<file path="config.mk">
export PLATFORM = sky130hd
export DESIGN_NAME = pipe_stage_buf
export DESIGN_NICKNAME = d
export VERILOG_FILES = /design/src/rtl/pipe_stage_buf.sv
export SDC_FILE = /design/constraint.sdc
export NUM_CORES = 1
export LEC_CHECK = 0
export BUFFER_PORTS_ARGS = -buffer_cell sky130_fd_sc_hd__buf_4
export CAP_MARGIN = 5
export CORE_MARGIN = 2
export CORE_UTILIZATION = 48
export DETAILED_ROUTE_END_ITERATION = 7
export HOLD_SLACK_MARGIN = 0.06
export PLACE_DENSITY = 0.76
export SLEW_MARGIN = 10
export SYNTH_ARGS = -nofsm -noshare
export SYNTH_HDL_FRONTEND = slang
export SYNTH_SLANG_ARGS = --single-unit
</file>
<file path="constraint.sdc">
create_clock -name clk -period 1.8 [get_ports clk]
set_input_delay 0.18 -clock clk [delete_from_list [all_inputs] [get_ports clk]]
set_output_delay 0.18 -clock clk [all_outputs]
set_load 0.02 [all_outputs]
</file>
<file path="src/rtl/pipe_stage_buf.sv">
// Generic valid/ready pipeline-stage register with optional 2-entry skid buffer,
// bubble/flush stage controls and a saturating backpressure (hold) cycle counter.
module pipe_stage_buf #(
  parameter int                DATA_W   = 160,
  parameter int                CTRL_W   = 16,
  parameter logic [CTRL_W-1:0] CTRL_NOP = {CTRL_W{1'b0}},
  parameter int                SKID     = 1,
  parameter int                CNT_W    = 16
) (
  input  logic              clk,
  input  logic              rst,
  input  logic              in_valid,
  output logic              in_ready,
  input  logic [DATA_W-1:0] in_data,
  input  logic [CTRL_W-1:0] in_ctrl,
  input  logic              bubble,
  input  logic              flush,
  output logic              out_valid,
  input  logic              out_ready,
  output logic [DATA_W-1:0] out_data,
  output logic [CTRL_W-1:0] out_ctrl,
  output logic [1:0]        occupancy,
  output logic [CNT_W-1:0]  hold_cnt
);

  logic              main_valid;
  logic [DATA_W-1:0] main_data;
  logic [CTRL_W-1:0] main_ctrl;
  logic              skid_valid;
  logic [DATA_W-1:0] skid_data;
  logic [CTRL_W-1:0] skid_ctrl;
  logic              ready_q;

  logic              main_valid_next;
  logic [DATA_W-1:0] main_data_next;
  logic [CTRL_W-1:0] main_ctrl_next;
  logic              skid_valid_next;
  logic [DATA_W-1:0] skid_data_next;
  logic [CTRL_W-1:0] skid_ctrl_next;
  logic              accept;
  logic              drain;

  // In skid mode out_ready only reaches in_ready through ready_q.
  assign in_ready  = ~rst & ~flush & ~bubble &
                     ((SKID != 0) ? ready_q : (~main_valid | out_ready));
  assign accept    = in_valid & in_ready;
  assign drain     = main_valid & out_ready;
  assign out_valid = main_valid;
  assign out_data  = main_data;
  assign out_ctrl  = main_ctrl;
  assign occupancy = {1'b0, main_valid} + {1'b0, skid_valid};

  // Next entry contents; empty entries always hold 0/NOP so outputs need no gating.
  always_comb begin
    main_valid_next = main_valid;
    main_data_next  = main_data;
    main_ctrl_next  = main_ctrl;
    skid_valid_next = skid_valid;
    skid_data_next  = skid_data;
    skid_ctrl_next  = skid_ctrl;
    if (flush) begin
      main_valid_next = 1'b0;
      main_data_next  = {DATA_W{1'b0}};
      main_ctrl_next  = CTRL_NOP;
      skid_valid_next = 1'b0;
      skid_data_next  = {DATA_W{1'b0}};
      skid_ctrl_next  = CTRL_NOP;
    end else if (skid_valid) begin
      if (drain) begin
        main_valid_next = 1'b1;
        main_data_next  = skid_data;
        main_ctrl_next  = skid_ctrl;
        skid_valid_next = 1'b0;
        skid_data_next  = {DATA_W{1'b0}};
        skid_ctrl_next  = CTRL_NOP;
      end else begin
        main_valid_next = main_valid;
        skid_valid_next = skid_valid;
      end
    end else if (drain || !main_valid) begin
      if (accept) begin
        main_valid_next = 1'b1;
        main_data_next  = in_data;
        main_ctrl_next  = in_ctrl;
      end else begin
        main_valid_next = 1'b0;
        main_data_next  = {DATA_W{1'b0}};
        main_ctrl_next  = CTRL_NOP;
      end
    end else if (accept) begin
      // Main is stalled: only reachable in skid mode.
      skid_valid_next = 1'b1;
      skid_data_next  = in_data;
      skid_ctrl_next  = in_ctrl;
    end else begin
      main_valid_next = main_valid;
    end
  end

  // Entry registers, registered ready and saturating hold counter.
  always_ff @(posedge clk) begin
    if (rst) begin
      main_valid <= 1'b0;
      main_data  <= {DATA_W{1'b0}};
      main_ctrl  <= CTRL_NOP;
      skid_valid <= 1'b0;
      skid_data  <= {DATA_W{1'b0}};
      skid_ctrl  <= CTRL_NOP;
      ready_q    <= 1'b1;
      hold_cnt   <= {CNT_W{1'b0}};
    end else begin
      main_valid <= main_valid_next;
      main_data  <= main_data_next;
      main_ctrl  <= main_ctrl_next;
      skid_valid <= skid_valid_next;
      skid_data  <= skid_data_next;
      skid_ctrl  <= skid_ctrl_next;
      ready_q    <= ~skid_valid_next;
      if (main_valid && !out_ready && (hold_cnt != {CNT_W{1'b1}})) begin
        hold_cnt <= hold_cnt + CNT_W'(1);
      end else begin
        hold_cnt <= hold_cnt;
      end
    end
  end

endmodule

</file>
==> results of run 1 <==
-- routing by layer --
metal / track usage, % / share of wire (%)
met1: 36.58 / 40
met2: 45.30 / 47
met3: 6.329 / 9.0
met4: 12.20 / 3.8
met5: 0 / 0
-- worst min-delay path, stage by stage --
cell and delay, ps:
buf_4 100, nor2b_1 130, nand3_1 70, a21oi_1 50
-- cell type report --
type                            count  area, µm²  share of cell area (%)
Tap cell                          396      495.5                   2.409
Sequential cell                   371       7433                   36.14
Multi-Input combinational cell   1148       6756                   32.84
Clock buffer                       59       1204                   5.851
Inverter                            4      15.01                 0.07299
Clock inverter                     11      157.7                  0.7664
Timing Repair Buffer              517       4499                   21.87
Antenna cell                        4      10.01                 0.04866
-- power by group through the flow --
stage | combinational (W) | sequential, W | clock (W)
after floorplan | 0.000425 | 0.00846 | 0
after global placement | 0.000964 | 0.00843 | 0
after detailed placement | 0.000973 | 0.00843 | 0
after CTS | 0.00113 | 0.00825 | 0.00862
after global routing | 0.00123 | 0.00825 | 0.00896
final | 0.00115 | 0.00825 | 0.00849
-- stage by stage --
step / utilization (%) / cells / setup slack, ps / hold WS (ps) / power, W
2_1_floorplan: - / 1705 / 10.46 / 327.7 / 0.008887
5_1_grt: 66.90 / 2510 / 1.098 / 72.39 / 0.01844
3_5_place_dp: 59.57 / 2351 / 34.81 / 447.4 / 0.009406
3_3_place_gp: 59.57 / 2351 / 39.06 / 446.0 / 0.009397
4_1_cts: 66.61 / 2502 / 10.99 / 60.50 / 0.01799
6_report: 66.90 / 2510 / 78.60 / 73.93 / 0.01790
-- worst max-delay path by stage --
stage | start | endpoint | slack [ps]
after floorplan | hold_cnt[0] | hold_cnt[14] | 10
after global placement | hold_cnt[0] | hold_cnt[14] | 40
after detailed placement | hold_cnt[0] | hold_cnt[14] | 30
after CTS | ready_q | skid_data[49] | 10
after global routing | hold_cnt[0] | hold_cnt[14] | 1
final | skid_valid | skid_data[53] | 80
-- sequential cells by signal, summed over array words and instances, names as in the netlist --
name        flops
hold_cnt       16
out_ctrl       16
out_data      160
out_valid       1
ready_q         1
skid_ctrl      16
skid_data     160
skid_valid      1
-- timing repair --
| item | 4_1_cts | 5_1_grt |
|---|---|---|
| endpoints found under the setup margin | 1 | 62 |
| endpoints found under the hold margin | 114 | 0 |
| buffers inserted | 3 | 3 |
| gates resized for setup | 0 | 4 |
| pin swaps | 1 | 1 |
| gates cloned | 1 | 1 |
| hold buffers | 77 | 0 |
-- placed cells by master (no fill, tap or decap), types with 4 or more instances in the layout --
cell and n:
inv_1 4, dlygate4sd3_1 77, buf_12 32, o21ai_0 213
or4_1 8, clkbuf_16 42, a21oi_1 364, buf_4 405
clkbuf_1 7, dfxtp_1 368, clkbuf_8 11, diode_2 4
nand3_1 178, clkinv_2 6, o21ai_1 4, o31ai_1 8
a22oi_1 37, nand4_1 6, o2bb2ai_1 139, nor2b_1 141
nand2_1 5, nor2_1 6, bufinv_16 4
-- cells by family after synthesis --
kind of cell	count (synthesis)	synth area share, %
and+or+nand+nor	369	13.98
xor gates and xnor gates	1	0.05816
buffers and inverters	187	6.272
adders and majority gates	2	0.1661
DFF	371	49.31
AOI/OAI and AO/OA	772	30.00
muxes	3	0.2160
==> impl_metrics.env, run 1 <==
export IMPL_insertion_delay_ps=520
export IMPL_cts_max_level=2
export IMPL_hp_class="in2reg"
export IMPL_required_ps=2200
export IMPL_grt_pass1_vias=14280
export IMPL_min_period_ps=1721
export IMPL_via_count=15040
export IMPL_timing_rr_start="skid_valid"
export IMPL_place_area_mm2=0.01832
export IMPL_yosysUniqueCellTypes=45
export IMPL_min_to="skid_ctrl[10]"
export IMPL_wire_per_inst_um=19.40
export IMPL_grt_setup_unrepaired="no"
export IMPL_start_util_pct=48.98
export IMPL_p_leak_nw=7.640
export IMPL_nNetsFinal=2266
export IMPL_cts_buffers=40
export IMPL_cts_clk_slew_worst_paths_ps=60
export IMPL_skew_ps=14.26
export IMPL_fmax_mhz=580.9
export IMPL_cp_start_kind="flip-flop"
export IMPL_port_buffer_count=377
export IMPL_synth_area_mm2=0.01506
export IMPL_drc=0
export IMPL_grt_pass1_wl_um=76850
export IMPL_synthTopCellsByArea="dfxtp_1 49%, a21oi_1 12%, o2bb2ai_1 8.1%"
export IMPL_power_frac_comb_pct=6.5
export IMPL_grt_max_degree=108
export IMPL_ys_flop_type="dfxtp_1"
export IMPL_viasPerCell=5.990
export IMPL_min_path_cells=4
export IMPL_cts_path_max_buffers=3
export IMPL_firstDrtPassIters=5
export IMPL_final_cell_area_mm2=0.02057
export IMPL_initialDrtViolationCount=1533
export IMPL_antenna_found_initial=4
export IMPL_cts_tree="yes"
export IMPL_setup_viol=0
export IMPL_intPower_w=0.01402
export IMPL_async_reset_ff_share_pct=0
export IMPL_yosysTopAreaCell="dfxtp_1"
export IMPL_p_sw_w=0.003872
export IMPL_worst_pin_slew_ps=556.3
export IMPL_maxCapViolCount=0
export IMPL_power_share_clock_pct=47.4
export IMPL_die_area_mm2=0.03281
export IMPL_drv_slew=0
export IMPL_timing_setup_tns_ps=0
export IMPL_r2r_setup_slack_ps=80
export IMPL_crit_path_max_fanout=107
export IMPL_synth_net_count=1889
export IMPL_seqPwrFrac_pct=46.1
export IMPL_ff2ff_path_depth=5
export IMPL_place_gp_congestion=0.8463
export IMPL_crit_type="reg2reg"
export IMPL_switching_share_pct=21.64
export IMPL_power_density_mw_per_mm2=869.9
export IMPL_synth_edf_count=0
export IMPL_critPathMaxStageDelay_ps=410
export IMPL_peakVddDrop_mv=0.7108
export IMPL_worst_setup_path_end_kind="flip-flop"
export IMPL_yosys_cell_count_top_type="dfxtp_1"
export IMPL_status="completed"
export IMPL_hp_start="in_ctrl[10]"
export IMPL_crit_path_top_delay_cell="dfxtp_4"
export IMPL_cp_num_buf_inv=1
export IMPL_syn_avg_cell_area_um2=8.834
export IMPL_cp_arrival_ps=2120
export IMPL_die_y_um=181.1
export IMPL_synth_top_area_share_pct=49.31
export IMPL_grtUsageTotal_pct=28.23
export IMPL_drive_above_1_share_pct=24.93
export IMPL_ant_nets=0
export IMPL_core_mm2=0.03075
export IMPL_cts_root_buf="clkbuf_16"
export IMPL_die_w_um=181.1
export IMPL_cts_sinks=371
export IMPL_path_cells="xnor2_1, nand2_4, buf_12, o21ai_0, a21oi_1"
export IMPL_io_pins=378
export IMPL_fill_cells=2448
export IMPL_ys_warn_count=0
export IMPL_ys_seq_area_share_pct=49.31
export IMPL_hpwlAfterDp_um=29080
export IMPL_cp_num_cells=5
export IMPL_synthCells=1705
export IMPL_ys_ff_latch=371
export IMPL_crit_family="compound AO/OA/AOI/OAI gates"
export IMPL_netlist_top_cells_count="371 x dfxtp_1, 364 x a21oi_1, 213 x o21ai_0"
export IMPL_final_hold_viol_count=0
export IMPL_slew_headroom_pct=62.57
export IMPL_period_share_pct=95.63
export IMPL_wirelength_um=48710
export IMPL_area_growth_pct=36.58
export IMPL_grt_overflow=0
export IMPL_row_count=64
export IMPL_worst_r2r_endpoint="skid_data[53]"
Power figures use the tool's default switching activity.
==> run 2: changes to the inputs <==
--- a/config.mk
+++ b/config.mk
@@ -5,6 +5,7 @@
 export SDC_FILE = /design/constraint.sdc
 export NUM_CORES = 1
 export LEC_CHECK = 0
+export ABC_AREA = 1
 export BUFFER_PORTS_ARGS = -buffer_cell sky130_fd_sc_hd__buf_4
 export CAP_MARGIN = 5
 export CORE_MARGIN = 2
==> run 2 against run 1 <==
Compared with the run above: maximum frequency grew 2.4%; final cell count grew 15%; clock power decreased by 2.9%; highest routed layer unchanged; largest power group is now registers; worst setup slack better by 40 ps; sequential power barely moved; register-to-register slack improved by 60 ps; non-clock buffer count up 3; largest cell class unchanged; clock-buffer cell count unchanged.
==> impl_metrics.env, run 2 <==
export IMPL_crit_path_max_fanout=23
export IMPL_worst_setup_path_end_kind="primary output"
export IMPL_ant_nets=0
export IMPL_firstDrtPassIters=5
export IMPL_cts_buffers=40
export IMPL_cts_max_level=2
export IMPL_viasPerCell=5.247
export IMPL_cts_tree="yes"
export IMPL_nNetsFinal=2640
export IMPL_ys_ff_latch=371
export IMPL_power_share_clock_pct=46.8
export IMPL_required_ps=1620
export IMPL_cts_root_buf="clkbuf_16"
export IMPL_row_count=64
export IMPL_cp_start_kind="flip-flop"
export IMPL_cp_arrival_ps=1500
export IMPL_syn_avg_cell_area_um2=7.268
export IMPL_final_hold_viol_count=0
export IMPL_switching_share_pct=21.19
export IMPL_antenna_cells=0
export IMPL_min_period_ps=1681
export IMPL_synth_top_area_share_pct=50.12
export IMPL_start_util_pct=48.57
export IMPL_place_gp_congestion=0.8348
export IMPL_netlist_top_cells_count="458 x nand2_1, 371 x dfxtp_1, 263 x a21oi_1"
export IMPL_cts_path_max_buffers=3
export IMPL_fmax_mhz=594.8
export IMPL_hp_class="in2reg"
export IMPL_grt_overflow=0
export IMPL_drv_slew=0
export IMPL_synth_edf_count=0
export IMPL_cts_sinks=371
export IMPL_min_path_cells=5
export IMPL_setup_viol=0
export IMPL_initialDrtViolationCount=1158
export IMPL_die_w_um=179.7
export IMPL_period_share_pct=93.40
export IMPL_hpwlAfterDp_um=27400
export IMPL_grtUsageTotal_pct=26.64
export IMPL_async_reset_ff_share_pct=0
export IMPL_layout_common_cells="458 x nand2_1, 394 x buf_4, 370 x dfxtp_1"
export IMPL_power_density_mw_per_mm2=857.5
export IMPL_wire_per_inst_um=15.64
export IMPL_port_buffer_count=377
export IMPL_synth_net_count=2223
export IMPL_ff2ff_path_depth=7
export IMPL_synth_area_mm2=0.01482
export IMPL_antenna_found_initial=0
export IMPL_die_y_um=179.7
export IMPL_slew_headroom_pct=64.57
export IMPL_yosys_cell_count_top_type="nand2_1"
export IMPL_ys_seq_area_share_pct=50.12
export IMPL_drc=0
export IMPL_grt_pass1_vias=14450
export IMPL_synthTopCellsByArea="dfxtp_1 50%, nand2_1 12%, a21oi_1 8.9%"
export IMPL_p_leak_nw=8.964
export IMPL_area_growth_pct=38.48
export IMPL_yosysUniqueCellTypes=27
export IMPL_ys_warn_count=0
export IMPL_die_area_mm2=0.03230
export IMPL_wirelength_um=44990
export IMPL_p_sw_w=0.003729
export IMPL_crit_type="reg2out"
export IMPL_seqPwrFrac_pct=46.9
export IMPL_maxCapViolCount=0
export IMPL_drive_above_1_share_pct=19.64
export IMPL_grt_max_degree=127
export IMPL_grt_setup_unrepaired="no"
export IMPL_peakVddDrop_mv=0.6481
export IMPL_worst_pin_slew_ps=531.4
export IMPL_final_common_cell="nand2_1"
export IMPL_insertion_delay_ps=530
export IMPL_status="completed"
export IMPL_yosysTopAreaCell="dfxtp_1"
export IMPL_timing_setup_tns_ps=0
export IMPL_grt_pass1_wl_um=72330
export IMPL_cts_clk_slew_worst_paths_ps=60
export IMPL_io_pins=378
export IMPL_power_frac_comb_pct=6.3
export IMPL_synthCells=2039
export IMPL_utilization_pct=67.27
export IMPL_intPower_w=0.01387
export IMPL_ys_flop_type="dfxtp_1"
export IMPL_skew_ps=16.32
export IMPL_core_mm2=0.03051
export IMPL_via_count=15090
-- run 2: area by class of cell --
| cell class | count | area (µm²) |
|---|---|---|
| timing repair buffer | 520 | 4464 |
| fill | 2448 | 9987 |
| clock inverter | 7 | 113.9 |
| inverter | 159 | 606.8 |
| sequential | 371 | 7431 |
| clock buffer | 59 | 1205 |
| tap | 396 | 495.5 |
| multi-input combinational | 1364 | 6206 |
-- run 2: what timing repair did --
| item | CTS | global route |
|---|---|---|
| endpoints found under the hold margin | 185 | 0 |
| gates cloned | 2 | 0 |
| resized for setup | 1 | 6 |
| setup buffers | 4 | 0 |
| hold buffers | 105 | 0 |
| setup endpoints to repair | 2 | 58 |
-- run 2: per-stage QoR --
step           instance area, µm²  setup WS [ps]  std cells  hold WS, ps  total power (W)
6_report                    20520          118.7       2876        77.99          0.01760
5_1_grt                     20520          1.334       2876        89.56          0.01818
4_1_cts                     20490          18.38       2876        61.63          0.01772
3_5_place_dp                18020          62.38       2699        447.2         0.009336
3_3_place_gp                18020          90.03       2699        439.5         0.009324
2_1_floorplan               14820          112.7       2039        256.1         0.008838
-- run 2: layer usage --
layer  share of wire (%)  wire length (µm)  global-route usage [%]  vias up
met5                   0                 0                       0        -
met4                 5.1              2297                   13.72        0
met3                 6.3              2849                   4.194      159
met2                  48             21440                   44.51      580
met1                  41             18400                   33.34     6969
li1                    -                 -                       -     7381
-- run 2: worst paths after layout --
path                                   start      endpoint  slack, ps
worst min-delay path             in_data[43]  out_data[43]         80
worst min register to register  out_data[91]  out_data[91]        460
worst max register to register    skid_valid  out_data[26]        140
worst max-delay path              skid_valid  occupancy[0]        120
-- run 2: kinds of logic after synthesis --
logic type | count (synthesis) | share of synthesized area [%]
flip-flops | 371 | 50.12
AND/OR/NAND/NOR | 774 | 20.29
adder cells (fa/ha/maj) | 2 | 0.1688
AO/OA/AOI/OAI | 582 | 20.76
XOR/XNOR | 6 | 0.3546
buffers and inverters | 304 | 8.308
-- run 2: critical path: stages, from the launching register on --
cell and delay (ps):
dfxtp_4 390, buf_16 190, ha_1 250, buf_4 160
-- run 2: power by group through the flow --
stage          registers, W  clock network, W  logic [W]
2_1_floorplan       0.00846                 0   0.000375
3_3_place_gp        0.00843                 0   0.000891
3_5_place_dp        0.00843                 0   0.000902
4_1_cts             0.00825           0.00838    0.00109
5_1_grt             0.00825           0.00872    0.00120
6_report            0.00825           0.00824    0.00110
==> run 3: changes to the inputs <==
--- a/config.mk
+++ b/config.mk
@@ -11,6 +11,7 @@
 export CORE_MARGIN = 2
 export CORE_UTILIZATION = 48
 export DETAILED_ROUTE_END_ITERATION = 7
+export GPL_TIMING_DRIVEN = 0
 export HOLD_SLACK_MARGIN = 0.06
 export PLACE_DENSITY = 0.76
 export SLEW_MARGIN = 10
==> run 3 against run 2 <==
Compared with the run above: cell area grew 0.84%; sequential power about the same; global-route usage increased by 1.2 points; final cell count increased by 3.7%; non-clock buffer count increased by 104; core utilization up 0.57 points; largest cell class unchanged.
==> impl_metrics.env, run 3 (same netlist as run 2, synthesis figures left out) <==
export IMPL_core_mm2=0.03051
export IMPL_cp_arrival_ps=2180
export IMPL_cts_clk_slew_worst_paths_ps=60
export IMPL_min_to="skid_data[120]"
export IMPL_layout_common_cells="458 x nand2_1, 398 x buf_4, 367 x dfxtp_1"
export IMPL_setup_viol=0
export IMPL_die_area_mm2=0.03230
export IMPL_row_count=64
export IMPL_crit_type="reg2reg"
export IMPL_fmax_mhz=576.8
export IMPL_p_total_w=0.01721
export IMPL_grtUsageTotal_pct=27.82
export IMPL_p_sw_w=0.003781
export IMPL_fill_cells=2533
export IMPL_cp_start_kind="flip-flop"
export IMPL_grt_max_degree=14
export IMPL_final_hold_viol_count=0
export IMPL_worst_r2r_endpoint="skid_data[121]"
export IMPL_power_frac_comb_pct=6.5
export IMPL_insertion_delay_ps=520
export IMPL_grt_pass1_vias=14980
export IMPL_final_common_cell="nand2_1"
export IMPL_start_util_pct=48.57
export IMPL_crit_start="out_valid"
export IMPL_skew_ps=13.26
export IMPL_cts_max_level=2
export IMPL_die_w_um=179.7
export IMPL_hp_start="in_data[120]"
export IMPL_cts_path_max_buffers=3
export IMPL_cts_root_buf="clkbuf_16"
export IMPL_final_cells=2983
export IMPL_drc=0
export IMPL_setup_slack_ps=66.27
export IMPL_power_density_mw_per_mm2=831.7
export IMPL_ff2ff_path_depth=11
export IMPL_period_share_pct=96.32
export IMPL_place_ws_ps=-473.6
export IMPL_p_leak_nw=9.140
export IMPL_slew_headroom_pct=35.24
export IMPL_hpwlAfterDp_um=33100
export IMPL_viasPerCell=5.208
export IMPL_cts_tree="yes"
export IMPL_worst_pin_slew_ps=971.4
export IMPL_r2r_setup_slack_ps=70
export IMPL_firstDrtPassIters=5
export IMPL_initialDrtViolationCount=1056
export IMPL_port_buffer_count=377
export IMPL_peakVddDrop_mv=0.5944
export IMPL_worst_setup_path_end_kind="flip-flop"
export IMPL_power_share_clock_pct=45.5
export IMPL_nNetsFinal=2743
export IMPL_min_period_ps=1734
export IMPL_area_growth_pct=39.65
export IMPL_status="completed"
export IMPL_drv_slew=0
export IMPL_seqPwrFrac_pct=47.9
export IMPL_post_place_cells=2812
export IMPL_whs_ps=64.41
export IMPL_maxCapViolCount=0
export IMPL_antenna_found_initial=2
export IMPL_cts_buffers=39
export IMPL_drive_above_1_share_pct=21.70
export IMPL_wirelength_um=47170
export IMPL_utilization_pct=67.83
export IMPL_place_gp_congestion=0.8972
export IMPL_die_y_um=179.7
export IMPL_wire_per_inst_um=15.81
export IMPL_io_pins=378
export IMPL_switching_share_pct=21.97
export IMPL_via_count=15540
export IMPL_grt_setup_unrepaired="yes"
export IMPL_grt_overflow=0
export IMPL_crit_path_max_fanout=10
export IMPL_required_ps=2250
export IMPL_min_path_cells=5
export IMPL_intPower_w=0.01343
export IMPL_hp_class="in2reg"
export IMPL_ant_nets=0
export IMPL_timing_rr_start="out_valid"
export IMPL_cts_sinks=371
export IMPL_grt_pass1_wl_um=74540
run 3: worst max path at each step:
stage,slack [ps],depth (start not counted),endpoint
finish,70,11,skid_data[121]
global route,-40,8,out_data[21]
global placement,-440,6,skid_ctrl[14]
detailed placement,-470,10,out_data[68]
CTS,10,10,skid_data[3]
floorplan,110,8,hold_cnt[2]
run 3: metal layers:
metal | track usage (%) | routed length [µm]
met1 | 35.59 | 20040
met5 | 0 | 0
met3 | 5.004 | 3133
met4 | 12.91 | 2305
met2 | 45.75 | 21680
run 3: per-stage QoR:
| step | setup TNS, ps | cell area [µm²] |
|---|---|---|
| floorplan | 0 | 14820 |
| global placement | -99190 | 18140 |
| detailed placement | -102480 | 18140 |
| CTS | 0 | 20550 |
| global route | -175.2 | 20690 |
| finish | 0 | 20690 |
run 3: what timing repair did:
item | 4_1_cts | 5_1_grt
setup buffers | 4 | 0
resized for setup | 60 | 109
hold buffers | 102 | 0
pin swaps | 1 | 1
gates cloned | 0 | 0
setup endpoints to repair | 346 | 322
endpoints found under the hold margin | 162 | 0
run 3: critical path: stages (launching register included):
cell,delay (ps)
dfxtp_4,380
inv_2,50
nor2_2,120
buf_6,130
inv_2,70
a21oi_4,150
nand2_4,140
buf_12,180
buf_4,180
nand2_1,70
nand2_1,70
a21oi_2,140
run 3: cell type report:
type	count	area [µm²]	area share, %
Sequential cell	371	7435	35.93
Buffer	141	799.5	3.863
Clock buffer	60	1167	5.641
Antenna cell	2	5.005	0.02418
Multi-Input combinational cell	1364	6233	30.12
Timing Repair Buffer	483	3894	18.82
Clock inverter	7	66.31	0.3204
Tap cell	396	495.5	2.394
Inverter	159	599.3	2.896
run 3: power by group through the flow:
stage | clock network [W] | logic (W) | registers [W]
floorplan | 0 | 0.000375 | 0.00846
global placement | 0 | 0.000893 | 0.00843
detailed placement | 0 | 0.000900 | 0.00844
CTS | 0.00792 | 0.00109 | 0.00825
global route | 0.00829 | 0.00122 | 0.00825
finish | 0.00784 | 0.00112 | 0.00825
